--- src/rtl/elevator_dispatch_if.sv ---
// Call/clear handshake and car-status bundle between the call register file and the dispatcher.
// master = dispatcher side, slave = register file / observer side.
interface elevator_dispatch_if #(
    parameter int NUM_FLOORS = 8,
    parameter int FLOOR_W    = 3
);
    logic [NUM_FLOORS-1:0] call_mask;
    logic                  clr_valid;
    logic [FLOOR_W-1:0]    clr_floor;
    logic [FLOOR_W-1:0]    cur_floor;
    logic                  dir_up;
    logic                  moving;
    logic                  door_open;

    modport master (
        input  call_mask,
        output clr_valid, clr_floor, cur_floor, dir_up, moving, door_open
    );

    modport slave (
        output call_mask,
        input  clr_valid, clr_floor, cur_floor, dir_up, moving, door_open
    );
endinterface

--- src/rtl/elevator_dispatch.sv ---
// Collective-SCAN elevator dispatcher: serves latched floor calls, models travel and door timing,
// and pulses a clear back to the call register file. Optional homing to floor 0 via `IDLE_HOME_EN.
module elevator_dispatch #(
    parameter int NUM_FLOORS    = 8,
    parameter int FLOOR_W       = 3,
    parameter int TRAVEL_CYCLES = 16,
    parameter int DOOR_CYCLES   = 32,
    parameter int IDLE_TIMEOUT  = 256
) (
    input  logic                clk,
    input  logic                reset,
    elevator_dispatch_if.master bus
);
    localparam int TW = (TRAVEL_CYCLES > 2) ? $clog2(TRAVEL_CYCLES) : 1;
    localparam int DW = $clog2(DOOR_CYCLES);
    localparam bit CFG_OK = (TRAVEL_CYCLES >= 2) && (DOOR_CYCLES >= 3) && (IDLE_TIMEOUT >= 2)
                            && (NUM_FLOORS <= (1 << FLOOR_W));

    typedef enum logic [1:0] {
        ST_IDLE   = 2'd0,
        ST_MOVING = 2'd1,
        ST_DOOR   = 2'd2
    } state_t;

    state_t             state_q, state_d;
    logic [FLOOR_W-1:0] cur_floor_q, cur_floor_d;
    logic               dir_up_q, dir_up_d;
    logic               moving_q, door_open_q;
    logic               clr_valid_q, clr_valid_d;
    logic               clr_prev_q;
    logic [FLOOR_W-1:0] clr_floor_q, clr_floor_d;
    logic [TW-1:0]      travel_cnt_q, travel_cnt_d;
    logic [DW-1:0]      door_cnt_q, door_cnt_d;

    logic [NUM_FLOORS-1:0] above_v, below_v;
    logic here, above, below, ahead, behind;
    logic travel_term, door_term, recall;

    generate
        for (genvar gi = 0; gi < NUM_FLOORS; gi++) begin : g_floor_cmp
            assign above_v[gi] = bus.call_mask[gi] & (FLOOR_W'(gi) > cur_floor_q);
            assign below_v[gi] = bus.call_mask[gi] & (FLOOR_W'(gi) < cur_floor_q);
        end
    endgenerate

    assign here        = bus.call_mask[cur_floor_q];
    assign above       = |above_v;
    assign below       = |below_v;
    assign ahead       = dir_up_q ? above : below;
    assign behind      = dir_up_q ? below : above;
    assign travel_term = (travel_cnt_q == TW'(TRAVEL_CYCLES - 1));
    assign door_term   = (door_cnt_q == DW'(DOOR_CYCLES - 1));
    // Two-cycle lockout hides the register file's clear latency so one call gives one pulse.
    assign recall      = here && !clr_valid_q && !clr_prev_q;

`ifdef IDLE_HOME_EN
    localparam int IW = $clog2(IDLE_TIMEOUT);
    logic [IW-1:0] idle_cnt_q, idle_cnt_d;
    logic          homing_q, homing_d;
    logic          home_go;

    assign home_go = (bus.call_mask == '0) && (cur_floor_q != '0)
                     && (homing_q || (idle_cnt_q == IW'(IDLE_TIMEOUT - 1)));
`endif

    always_ff @(posedge clk or negedge reset) begin
        if (!reset) begin
            state_q <= ST_IDLE;
        end else begin
            state_q <= state_d;
        end
    end

    always_comb begin
        state_d = state_q;
        case (state_q)
            ST_IDLE: begin
                if (here) begin
                    state_d = ST_DOOR;
                end else if (ahead || behind) begin
                    state_d = ST_MOVING;
`ifdef IDLE_HOME_EN
                end else if (home_go) begin
                    state_d = ST_MOVING;
`endif
                end
            end
            ST_MOVING: if (travel_term) state_d = ST_IDLE;
            ST_DOOR:   if (!recall && door_term) state_d = ST_IDLE;
            default:   state_d = ST_IDLE;
        endcase
    end

    always_comb begin
        cur_floor_d  = cur_floor_q;
        dir_up_d     = dir_up_q;
        clr_valid_d  = 1'b0;
        clr_floor_d  = clr_floor_q;
        travel_cnt_d = travel_cnt_q;
        door_cnt_d   = door_cnt_q;
`ifdef IDLE_HOME_EN
        idle_cnt_d   = '0;
        homing_d     = homing_q;
`endif
        case (state_q)
            ST_IDLE: begin
                if (here) begin
                    clr_valid_d = 1'b1;
                    clr_floor_d = cur_floor_q;
                    door_cnt_d  = '0;
                end else if (ahead) begin
                    travel_cnt_d = '0;
                end else if (behind) begin
                    dir_up_d     = ~dir_up_q;
                    travel_cnt_d = '0;
`ifdef IDLE_HOME_EN
                end else if (home_go) begin
                    dir_up_d     = 1'b0;
                    travel_cnt_d = '0;
`endif
                end
`ifdef IDLE_HOME_EN
                // Saturating count; homing latches until a call appears or floor 0 is reached.
                if (bus.call_mask == '0) begin
                    idle_cnt_d = (idle_cnt_q == IW'(IDLE_TIMEOUT - 1)) ? idle_cnt_q : idle_cnt_q + 1'b1;
                end
                homing_d = home_go;
`endif
            end
            ST_MOVING: begin
                if (travel_term) begin
                    travel_cnt_d = '0;
                    cur_floor_d  = dir_up_q ? cur_floor_q + 1'b1 : cur_floor_q - 1'b1;
                end else begin
                    travel_cnt_d = travel_cnt_q + 1'b1;
                end
            end
            ST_DOOR: begin
                if (recall) begin
                    clr_valid_d = 1'b1;
                    clr_floor_d = cur_floor_q;
                    door_cnt_d  = '0;
                end else if (door_term) begin
                    door_cnt_d = '0;
                end else begin
                    door_cnt_d = door_cnt_q + 1'b1;
                end
            end
            default: ;
        endcase
    end

    always_ff @(posedge clk or negedge reset) begin
        if (!reset) begin
            cur_floor_q  <= '0;
            dir_up_q     <= 1'b1;
            moving_q     <= 1'b0;
            door_open_q  <= 1'b0;
            clr_valid_q  <= 1'b0;
            clr_prev_q   <= 1'b0;
            clr_floor_q  <= '0;
            travel_cnt_q <= '0;
            door_cnt_q   <= '0;
        end else begin
            cur_floor_q  <= cur_floor_d;
            dir_up_q     <= dir_up_d;
            moving_q     <= (state_d == ST_MOVING);
            door_open_q  <= (state_d == ST_DOOR);
            clr_valid_q  <= clr_valid_d;
            clr_prev_q   <= clr_valid_q;
            clr_floor_q  <= clr_floor_d;
            travel_cnt_q <= travel_cnt_d;
            door_cnt_q   <= door_cnt_d;
        end
    end

`ifdef IDLE_HOME_EN
    always_ff @(posedge clk or negedge reset) begin
        if (!reset) begin
            idle_cnt_q <= '0;
            homing_q   <= 1'b0;
        end else begin
            idle_cnt_q <= idle_cnt_d;
            homing_q   <= homing_d;
        end
    end
`endif

    assign bus.cur_floor = cur_floor_q;
    assign bus.dir_up    = dir_up_q;
    assign bus.moving    = moving_q;
    assign bus.door_open = door_open_q;
    assign bus.clr_valid = clr_valid_q;
    assign bus.clr_floor = clr_floor_q;

    a_cfg_ok: assert property (@(posedge clk) CFG_OK);

    a_no_wrap: assert property (@(posedge clk) disable iff (!reset)
        (state_q == ST_MOVING && travel_term) |->
            (dir_up_q ? (cur_floor_q != FLOOR_W'(NUM_FLOORS - 1)) : (cur_floor_q != '0)));

    a_clr_single: assert property (@(posedge clk) disable iff (!reset)
        clr_valid_q |=> !clr_valid_q);
endmodule

--- src/flat_wrapper.sv ---
// flat-port wrapper written by rule: the top's interface ports become plain ports
module elevator_dispatch_flat 
#(
    parameter int NUM_FLOORS    = 8,
    parameter int FLOOR_W       = 3,
    parameter int TRAVEL_CYCLES = 16,
    parameter int DOOR_CYCLES   = 32,
    parameter int IDLE_TIMEOUT  = 256
)
  (clk, reset, bus_call_mask, bus_clr_valid, bus_clr_floor, bus_cur_floor, bus_dir_up, bus_moving, bus_door_open);
  elevator_dispatch_if #(.NUM_FLOORS(NUM_FLOORS), .FLOOR_W(FLOOR_W)) bus_i ();
  input  logic clk;
  input  logic reset;
  input wire logic [$bits(bus_i.call_mask)-1:0] bus_call_mask;
  output wire logic [$bits(bus_i.clr_valid)-1:0] bus_clr_valid;
  output wire logic [$bits(bus_i.clr_floor)-1:0] bus_clr_floor;
  output wire logic [$bits(bus_i.cur_floor)-1:0] bus_cur_floor;
  output wire logic [$bits(bus_i.dir_up)-1:0] bus_dir_up;
  output wire logic [$bits(bus_i.moving)-1:0] bus_moving;
  output wire logic [$bits(bus_i.door_open)-1:0] bus_door_open;
  assign bus_i.call_mask = bus_call_mask;
  assign bus_clr_valid = bus_i.clr_valid;
  assign bus_clr_floor = bus_i.clr_floor;
  assign bus_cur_floor = bus_i.cur_floor;
  assign bus_dir_up = bus_i.dir_up;
  assign bus_moving = bus_i.moving;
  assign bus_door_open = bus_i.door_open;
  elevator_dispatch #(.NUM_FLOORS(NUM_FLOORS), .FLOOR_W(FLOOR_W), .TRAVEL_CYCLES(TRAVEL_CYCLES), .DOOR_CYCLES(DOOR_CYCLES), .IDLE_TIMEOUT(IDLE_TIMEOUT)) u_core (.clk(clk), .reset(reset), .bus(bus_i));
endmodule
--- config.mk ---
export PLATFORM = sky130hd
export DESIGN_NAME = elevator_dispatch_flat
export DESIGN_NICKNAME = d
export VERILOG_FILES = /design/src/rtl/elevator_dispatch_if.sv /design/src/rtl/elevator_dispatch.sv /design/src/flat_wrapper.sv
export SDC_FILE = /design/constraint.sdc
export NUM_CORES = 1
export LEC_CHECK = 0
export BUFFER_PORTS_ARGS = -buffer_cell sky130_fd_sc_hd__buf_2
export CAP_MARGIN = 30
export CORE_ASPECT_RATIO = 0.6
export CORE_MARGIN = 5
export CORE_UTILIZATION = 51
export DETAILED_ROUTE_END_ITERATION = 6
export PLACE_DENSITY = 0.75
export SKIP_LAST_GASP = 1
export SYNTH_ARGS = -nofsm -noshare
export SYNTH_HDL_FRONTEND = slang
export SYNTH_SLANG_ARGS = --single-unit
--- constraint.sdc ---
create_clock -name clk -period 1.7 [get_ports clk]
set_input_delay 0.34 -clock clk [delete_from_list [all_inputs] [get_ports clk]]
set_output_delay 0.34 -clock clk [all_outputs]
set_load 0.1 [all_outputs]
; Word-level counts from Yosys, hierarchy flattened
; Index checks and enable logic that the tools add are counted.
[word_totals]
ff_bits = 22
in_bits = 10
mem_bits_ro = 0
mem_bits_rw = 0
output_inout_bits = 10
mem_count = 0
wordCells = 102
latchBits = 0
[classes]
n_bitwise = 19
magnitude_cmp = 17
add_sub_neg = 4
reduce_logical = 17
div_mod_pow = 0
mux = 25
n_eq_ne = 10
n_shift = 0
multipliers = 0
[op_table]
columns = operator, n
row1 = bitwise AND 1 bit, 16
row2 = two-way mux 4 bit, 4
row3 = OR reduction 8 bit, 2
row4 = two-way mux 5 bit, 3
row5 = "> comparator 3 bit, first input constant", 4
row6 = "less-than comparator 3 bit, first input constant", 4
row7 = one-hot mux 5 bit (2 select lines), 1
row8 = two-way mux 3 bit, 3
row9 = two-way mux 2 bit, 4
row10 = one-hot mux 4 bit (2 select lines), 1
row11 = "> comparator 1 x 3 -> 1 bit, first input constant", 2
row12 = "> comparator 2 x 3 -> 1 bit, first input constant", 2
row13 = "less-than comparator 1 x 3 -> 1 bit, first input constant", 2
row14 = "less-than comparator 2 x 3 -> 1 bit, first input constant", 2
row15 = one-hot mux 2 bit (3 select lines), 1
row16 = one-hot mux 3 bit (2 select lines), 1
row17 = AND reduction 3 bit, 2
row18 = "adder 5 x 1 -> 5 bit, second input constant", 1
row19 = "equality test 5 bit, second input constant", 1
row20 = two-way mux 1 bit, 5
row21 = "adder 4 x 1 -> 4 bit, second input constant", 1
row22 = "equality test 2 x 1 -> 1 bit, second input constant", 2
row23 = "equality test 2 bit, second input constant", 2
row24 = "equality test 4 bit, second input constant", 1
row25 = 16 further kinds, 25

; Depth between registers and ports, before layout
; Gate-level depths: netlist of the first run.
[depth]
ltp_word = 9
mapped_depth = 8
depth_no_buf = 7

; Worst setup path after synthesis of the first run
; Ideal clock, no wire load.
[synth_timing]
path_type = register to register
start = register u_core.cur_floor_q[1] (netlist: u_core.bus.cur_floor[1])
end = register u_core.dir_up_q (netlist: u_core.bus.dir_up)
slack_ns = -0.763
t_required_ns = 1.639
arrival_ns = 2.402
setup_ns = 0.061
path_stages_with_launch = 9
synth_period_minus_slack_ns = 2.463
n_path_buf = 1
cell_sequence = dfrtp_1 > buf_2 > inv_1 > ha_1 > nand2b_1 > a31oi_1 > o211a_1 > a2111oi_2 > o22a_1
[synth_between]
elab_chain_len = 6
elab_cells_between_ends = 41
cone_classes = order compare (16) / mux (4) / bitwise (18) / reduce/logical (3)
[synth_lines]
columns = item, line_no
row1 = start: declaration, elevator_dispatch.sv:26  ; logic [FLOOR_W-1:0] cur_floor_q, cur_floor_d;
row2 = start signal: assignment, elevator_dispatch.sv:165  ; cur_floor_q <= cur_floor_d;
row3 = "less-than comparator 1 x 3 -> 1 bit, or another cell as far along", elevator_dispatch.sv:42  ; assign below_v[gi] = bus.call_mask[gi] & (FLOOR_W'(gi) < cur_floor_q);
row4 = "bitwise AND 1 bit, on equally long branches", "elevator_dispatch.sv:42, elevator_dispatch.sv:41"
row5 = "OR reduction 8 bit, on equally long branches", "elevator_dispatch.sv:48, elevator_dispatch.sv:47"
row6 = two-way mux 1 bit, elevator_dispatch.sv:49  ; assign ahead = dir_up_q ? above : below;
row7 = inverter 1 bit (no source line), n/a
row8 = AND reduction 4 bit (no source line) *, n/a
row9 = end signal: assignment, elevator_dispatch.sv:166  ; dir_up_q <= dir_up_d;
row10 = end: declaration, elevator_dispatch.sv:27  ; logic dir_up_q, dir_up_d;
; Every way passes the cells marked *; elsewhere a longest branch is shown, timed or not. The select of a mux whose other input is x is not followed.
; A chain may end at the register's enable or synchronous reset.

; Worst setup path in the final report of the first run
[layout_timing]
start = register u_core.cur_floor_q[0] (netlist: u_core.bus.cur_floor[0])
end = register u_core.clr_floor_q[1] (netlist: u_core.bus.clr_floor[1])
[layout_between]
elab_chain_len = 6
elab_cells_between_ends = 7
cone_classes = eq/ne (2) / mux (2) / reduce/logical (3)
[layout_lines]
columns = item, line_no
row1 = binary-select mux 1 bit (select 3 bit) *, elevator_dispatch.sv:46  ; assign here = bus.call_mask[cur_floor_q];
row2 = two-way mux 1 bit (not written as such) *, elevator_dispatch.sv:46
row3 = logical AND 1 bit (2 in series), elevator_dispatch.sv:54  ; assign recall = here && !clr_valid_q && !clr_prev_q;
row4 = inequality test 2 x 1 -> 1 bit (no source line), n/a
row5 = AND reduction 3 bit (no source line) *, n/a
row6 = end signal: assignment, elevator_dispatch.sv:171  ; clr_floor_q <= clr_floor_d;
row7 = end: declaration, elevator_dispatch.sv:31  ; logic [FLOOR_W-1:0] clr_floor_q, clr_floor_d;
; Marks and branches as above.

==> flow_summary.toml, run 1 <==
[placement]
dp_slack_ns = -0.235
dp_hpwl_um = 2630
gp_congestion = 0.927
dpl-instance-area_mm2 = 0.00170
port_buffers = 19
dp.cells = 198

[route]
ant_nets = 0
routed_wl_um = 3610
drt_iter0_drc = 105
route.detailed.drc = 0
vias = 1248
dr.pass1.iters = 4
via_per_inst = 5.97
wl_per_cell_um = 17.3

[synthesis]
syn_area_mm2 = 0.00142
synthArstFlopShare_pct = 100
synth_edf_count = 0
ys_ff_latch = 22
yosys-top-cells-area = "dfrtp_1 37%, ha_1 6.2%, a21oi_1 3.5%, nand2b_1 3.5%, o21ai_0 3.2%"
ys.flop_type = "dfrtp_1"
syn_inst = 137
yosysSeqAreaShare_pct = 39.0
syn_area_per_cell_um2 = 10.3
synth_nets = 154
synth_top_area_share_pct = 37.1
yosysWarnings = 0
synth_top_area_cell = "dfrtp_1"
synth.distinct_cells = 43
synth.most_common_cell = "dfrtp_1"
synth_common_cells = "21 x dfrtp_1, 10 x a21oi_1, 10 x nand2_1"

[worst_hold_path]
worstHoldPathType = "input pin to async pin"

[clock_network]
clk_pin_slew_worst_paths_ns = 0.08
numCtsBuffers = 3
clock-root-buffer = "clkbuf_8"
h-tree-depth = 1
cts_hold_buffers = 0
clkSinkCount = 22
cts_tree = "done"
clockBufferDepth = 2
clock_latency_ns = 0.26

[global_route]
grt_first_pass_wirelength_um = 5970
grt_pass1_vias = 1248
antenna_found_initial = 0
overflow = 0
grtUsageTotal_pct = 18.7
grt_max_degree = 23

[floorplanning]
core_area_mm2 = 0.00257
die_w_um = 78.0
num_rows = 14
ioPinCount = 20
start_util_pct = 55.0
dieArea_mm2 = 0.00396
die_y_um = 50.8

[setup_path]
rrSetupSlack_ns = -0.18
r2r_cells = 6
crit_start = "u_core.bus.cur_floor[0]"
critPathCapture = "u_core.bus.clr_floor[1]"
cp_max_fo = 8
r2r-start = "u_core.bus.cur_floor[0]"
worst-setup-path-type = "flip-flop to flip-flop"
worstPathRequired_ns = 1.85
worstPathArrival_ns = 2.02
worst_r2r_endpoint = "u_core.bus.clr_floor[1]"
cp-end-kind = "flip-flop"
startpoint_type = "flip-flop"

[final_layout]
final_nets = 195
final_cell_area_mm2 = 0.00188
final_cells = 209
post_route_cells_drive_above_1_share_pct = 43.5
area_delta_synth_final_pct = 33.2
diodes = 0

[sta]
fin_tns_setup_ns = -2.16
fin_crit_sh_pct = 110
finalWorstSetupSlack_ns = -0.177
fin_crit_ns = 1.88
drv_slew = 0
setup_viol = 19
worst_slew_pin_slew_ns = 0.563
finalHoldViolations = 0
holdWs_ns = 0.0319
rsz0062_at_grt = "yes"
slew_headroom_pct = 62.5
max_freq_mhz = 533
fin_skew_ns = 0.00169

[job]
cap_violations = 0

[pwr]
power_density_mw_per_mm2 = 1500
peakVddDrop_uv = 759
leakage_nw = 0.864

[status]
violations = "setup timing"
status = "finished, violations left"
cell usage in the layout, fill, tap and decap left out, drive strengths merged, types with 5 or more instances in the layout:
cell type	synthesis	routed
dfrtp	21	21
nand2b	8	8
mux2	6	6
nor2	9	9
buf	2	40
ha	7	7
a21oi	10	10
inv	6	5
nor2b	6	6
o21ai	9	9
nand2	10	10
layer usage:
layer / GRT usage [%] / share of wire, % / wire [µm] / vias to the layer above
met4: 6.46 / 0.44 / 16 / 0
met2: 28.3 / 48 / 1730 / 32
li1: - / - / - / 578
met1: 25.0 / 46 / 1640 / 634
met3: 6.61 / 6.1 / 221 / 4
met5: 0 / 0 / 0 / -
sequential cells by signal, summed over array words and instances, names as in the netlist:
name                  flops
u_core.bus.moving         1
u_core.bus.door_open      1
u_core.bus.clr_floor      3
u_core.travel_cnt_q       4
u_core.bus.clr_valid      1
u_core.state_q            2
u_core.clr_prev_q         1
u_core.bus.dir_up         1
u_core.door_cnt_q         5
u_core.bus.cur_floor      3
timing repair:
action / in CTS / in global routing
endpoints found under the setup margin: 16 / 19
cloned: 0 / 0
resized for setup: 8 / 11
pin swaps: 13 / 8
buffers inserted: 3 / 4
final cells by class:
cell class	instances	area [µm²]
multi-input cells	105	918
fillers	174	691
inverters	6	33.8
flip-flops and latches	22	563
repair buffers	40	284
well taps	32	40.0
clock buffers	4	45.0
how the worst min path moves through the flow:
stage	end	cells past startpoint	slack, ns
after detailed placement	u_core.bus.clr_floor[1]	1	0.33
after floorplan	u_core.bus.clr_floor[0]	0	0.04
after global placement	u_core.bus.clr_floor[1]	1	0.32
after global routing	u_core.bus.clr_floor[1]	1	0.08
after CTS	u_core.bus.door_open	1	0.05
final	u_core.bus.clr_floor[1]	1	0.03
critical path, cell delays in order (launching register included):
cell and delay, ns:
dfrtp_4 0.53, buf_6 0.14, mux2i_1 0.12, a22o_4 0.29
nor2_8 0.22, nand3b_4 0.15, mux2_4 0.32
metrics by stage:
step	utilization [%]	power (mW)
finish	73.2	2.82
global route	73.2	2.99
global placement	66.0	2.29
floorplan	-	2.02
detailed placement	66.0	2.36
CTS	70.0	2.74
power by group:
part	internal, mW	leakage (nW)	total [mW]	switching [mW]
logic	0.587	0.562	1.54	0.954
clock network	0.167	0.0228	0.330	0.163
registers	0.701	0.279	0.947	0.247
logic make-up (layout without fill, tap and decap cells):
| group | Yosys count | in the layout | synth area share, % |
|---|---|---|---|
| and+or+nand+nor | 42 | 42 | 17.2 |
| buffers and inverters | 10 | 50 | 3.01 |
| DFF | 22 | 22 | 39.0 |
| muxes | 8 | 8 | 6.98 |
| xor gates and xnor gates | 3 | 3 | 1.86 |
| AOI/OAI and AO/OA | 45 | 45 | 25.7 |
| adders and majority gates | 7 | 7 | 6.19 |
(Power assumes the default switching activity.)
==> run 2: changes to the inputs <==
--- a/config.mk
+++ b/config.mk
@@ -12,7 +12,6 @@
 export CORE_UTILIZATION = 51
 export DETAILED_ROUTE_END_ITERATION = 6
 export PLACE_DENSITY = 0.75
-export SKIP_LAST_GASP = 1
 export SYNTH_ARGS = -nofsm -noshare
 export SYNTH_HDL_FRONTEND = slang
 export SYNTH_SLANG_ARGS = --single-unit
==> flow_summary.toml, run 2 (same netlist as run 1, synthesis figures left out) <==
[status]
status = "finished, violations left"
violations = "setup timing"

[pwr]
p_clk_share_pct = 11.6
power_density_mw_per_mm2 = 1500
leakage_nw = 0.864
internal-power_mw = 1.46
p_seq_share_pct = 33.7
swShare_pct = 48.4
power_frac_comb_pct = 54.7
power.switching_mw = 1.37
peakVddDrop_uv = 761

[route]
met2_length_um = 1710
vias = 1247
routed_wl_um = 3620
wl_per_cell_um = 17.3
top_layer = "met4"
ant_nets = 0
route.detailed.drc = 0
via_per_inst = 5.97
dr.pass1.iters = 4
drt_iter0_drc = 103
wl_met1_um = 1660
dr_wl_met3_um = 239

[floorplanning]
die_w_um = 78.0
num_rows = 14
start_util_pct = 55.0
dieArea_mm2 = 0.00396
die_y_um = 50.8
core_area_mm2 = 0.00257
ioPinCount = 20

[sta]
drv_slew = 0
rsz0062_at_grt = "yes"
fin_tns_setup_ns = -2.07
fin_crit_sh_pct = 110
holdWs_ns = 0.0331
fin_skew_ns = 0.00148
worst_slew_pin_slew_ns = 0.552
slew_headroom_pct = 63.2
finalHoldViolations = 0
fin_crit_ns = 1.87
max_freq_mhz = 534
finalWorstSetupSlack_ns = -0.171
setup_viol = 18

[final_layout]
largest-register = "u_core.door_cnt_q"
largest_reg_flops = 5
area_delta_synth_final_pct = 33.3
post_route_cells_drive_above_1_share_pct = 43.5
num-fill-cells = 173
final_util_pct = 73.3
mostFrequentLayoutCells = "18 x buf_2, 18 x dfrtp_1, 16 x buf_4"
final_cells = 209
final_nets = 195
reg.largest.list = "u_core.door_cnt_q (5), u_core.travel_cnt_q (4)"
diodes = 0

[placement]
gp_congestion = 0.927
dp_hpwl_um = 2630
dp.cells = 198
port_buffers = 19
dp_slack_ns = -0.235

[clock_network]
cts_tree = "done"
clockBufferDepth = 2
clock_latency_ns = 0.26
clk_pin_slew_worst_paths_ns = 0.08
clock-root-buffer = "clkbuf_8"
numCtsBuffers = 3
h-tree-depth = 1
clkSinkCount = 22

[setup_path]
slowest_stage = "dfrtp_4"
worstPathArrival_ns = 2.02
cp-end-kind = "flip-flop"
startpoint_type = "flip-flop"
cp_max_fo = 8
cp_cell_sequence = "buf_6 -> mux2i_1 -> a22o_4 -> nor2_8 -> nand3b_4 -> mux2_4"
worst-setup-path-type = "flip-flop to flip-flop"
max_stage_delay_ns = 0.53
worstPathRequired_ns = 1.85

[worst_hold_path]
worstHoldPathType = "input pin to async pin"

[job]
cap_violations = 0

[global_route]
grt_first_pass_wirelength_um = 5970
grt_pass1_vias = 1248
overflow = 0
antenna_found_initial = 0
grtUsageTotal_pct = 18.7
grt_max_degree = 23
[run 2: cell counts in the layout (fill, tap and decap cells not counted)]
No cell type changed its count.
[run 2: critical path, delay by kind of cell (launching register included)]
family / cells / cell delay [ns]
flops: 1 / 0.53
mux: 2 / 0.44
simple gates: 2 / 0.36
compound gates: 1 / 0.29
buf+inv: 1 / 0.14
[run 2: routing by layer]
metal	vias to the layer above	GRT usage, %
met5	-	0
met4	0	6.46
met3	2	6.61
met2	37	28.3
met1	630	25.0
li1	578	-
[run 2: timing repair]
item,CTS,global route
setup buffers,3,4
gates resized for setup,8,12
hold buffers,0,0
endpoints found under the setup margin,16,19
pin swaps,13,8
[run 2: worst paths after layout]
| kind | end | slack (ns) | start | cells after the start |
|---|---|---|---|---|
| worst min register to register | u_core.clr_prev_q | 0.48 | u_core.bus.clr_valid | 0 |
| min in group clk | u_core.clr_prev_q | 0.48 | u_core.bus.clr_valid | 0 |
| worst max register to register | u_core.bus.clr_floor[1] | -0.17 | u_core.bus.cur_floor[0] | 6 |
| worst max-delay path | u_core.bus.clr_floor[1] | -0.17 | u_core.bus.cur_floor[0] | 6 |
| max in group asynchronous | u_core.bus.cur_floor[1] | 1.29 | reset | 1 |
| worst min-delay path | u_core.bus.clr_floor[1] | 0.03 | reset | 1 |
[run 2: final cells by class]
type,count,area [µm²],area share (%)
inverters,6,33.8,1.79
multi-input cells,105,918,48.7
clock buffers,4,45.0,2.39
well taps,32,40.0,2.12
flip-flops and latches,22,563,29.8
repair buffers,40,287,15.2
[run 2: power by group through the flow]
stage	clock network [mW]	logic [mW]	registers (mW)
floorplan	0	0.764	1.26
global placement	0	1.37	0.922
detailed placement	0	1.42	0.942
CTS	0.336	1.47	0.941
global route	0.365	1.65	0.975
finish	0.329	1.54	0.951
[run 2: through the flow]
step	area (µm²)	total power, mW
2_1_floorplan	1480	2.02
3_3_place_gp	1700	2.29
3_5_place_dp	1700	2.36
4_1_cts	1800	2.74
5_1_grt	1890	2.99
6_report	1890	2.82
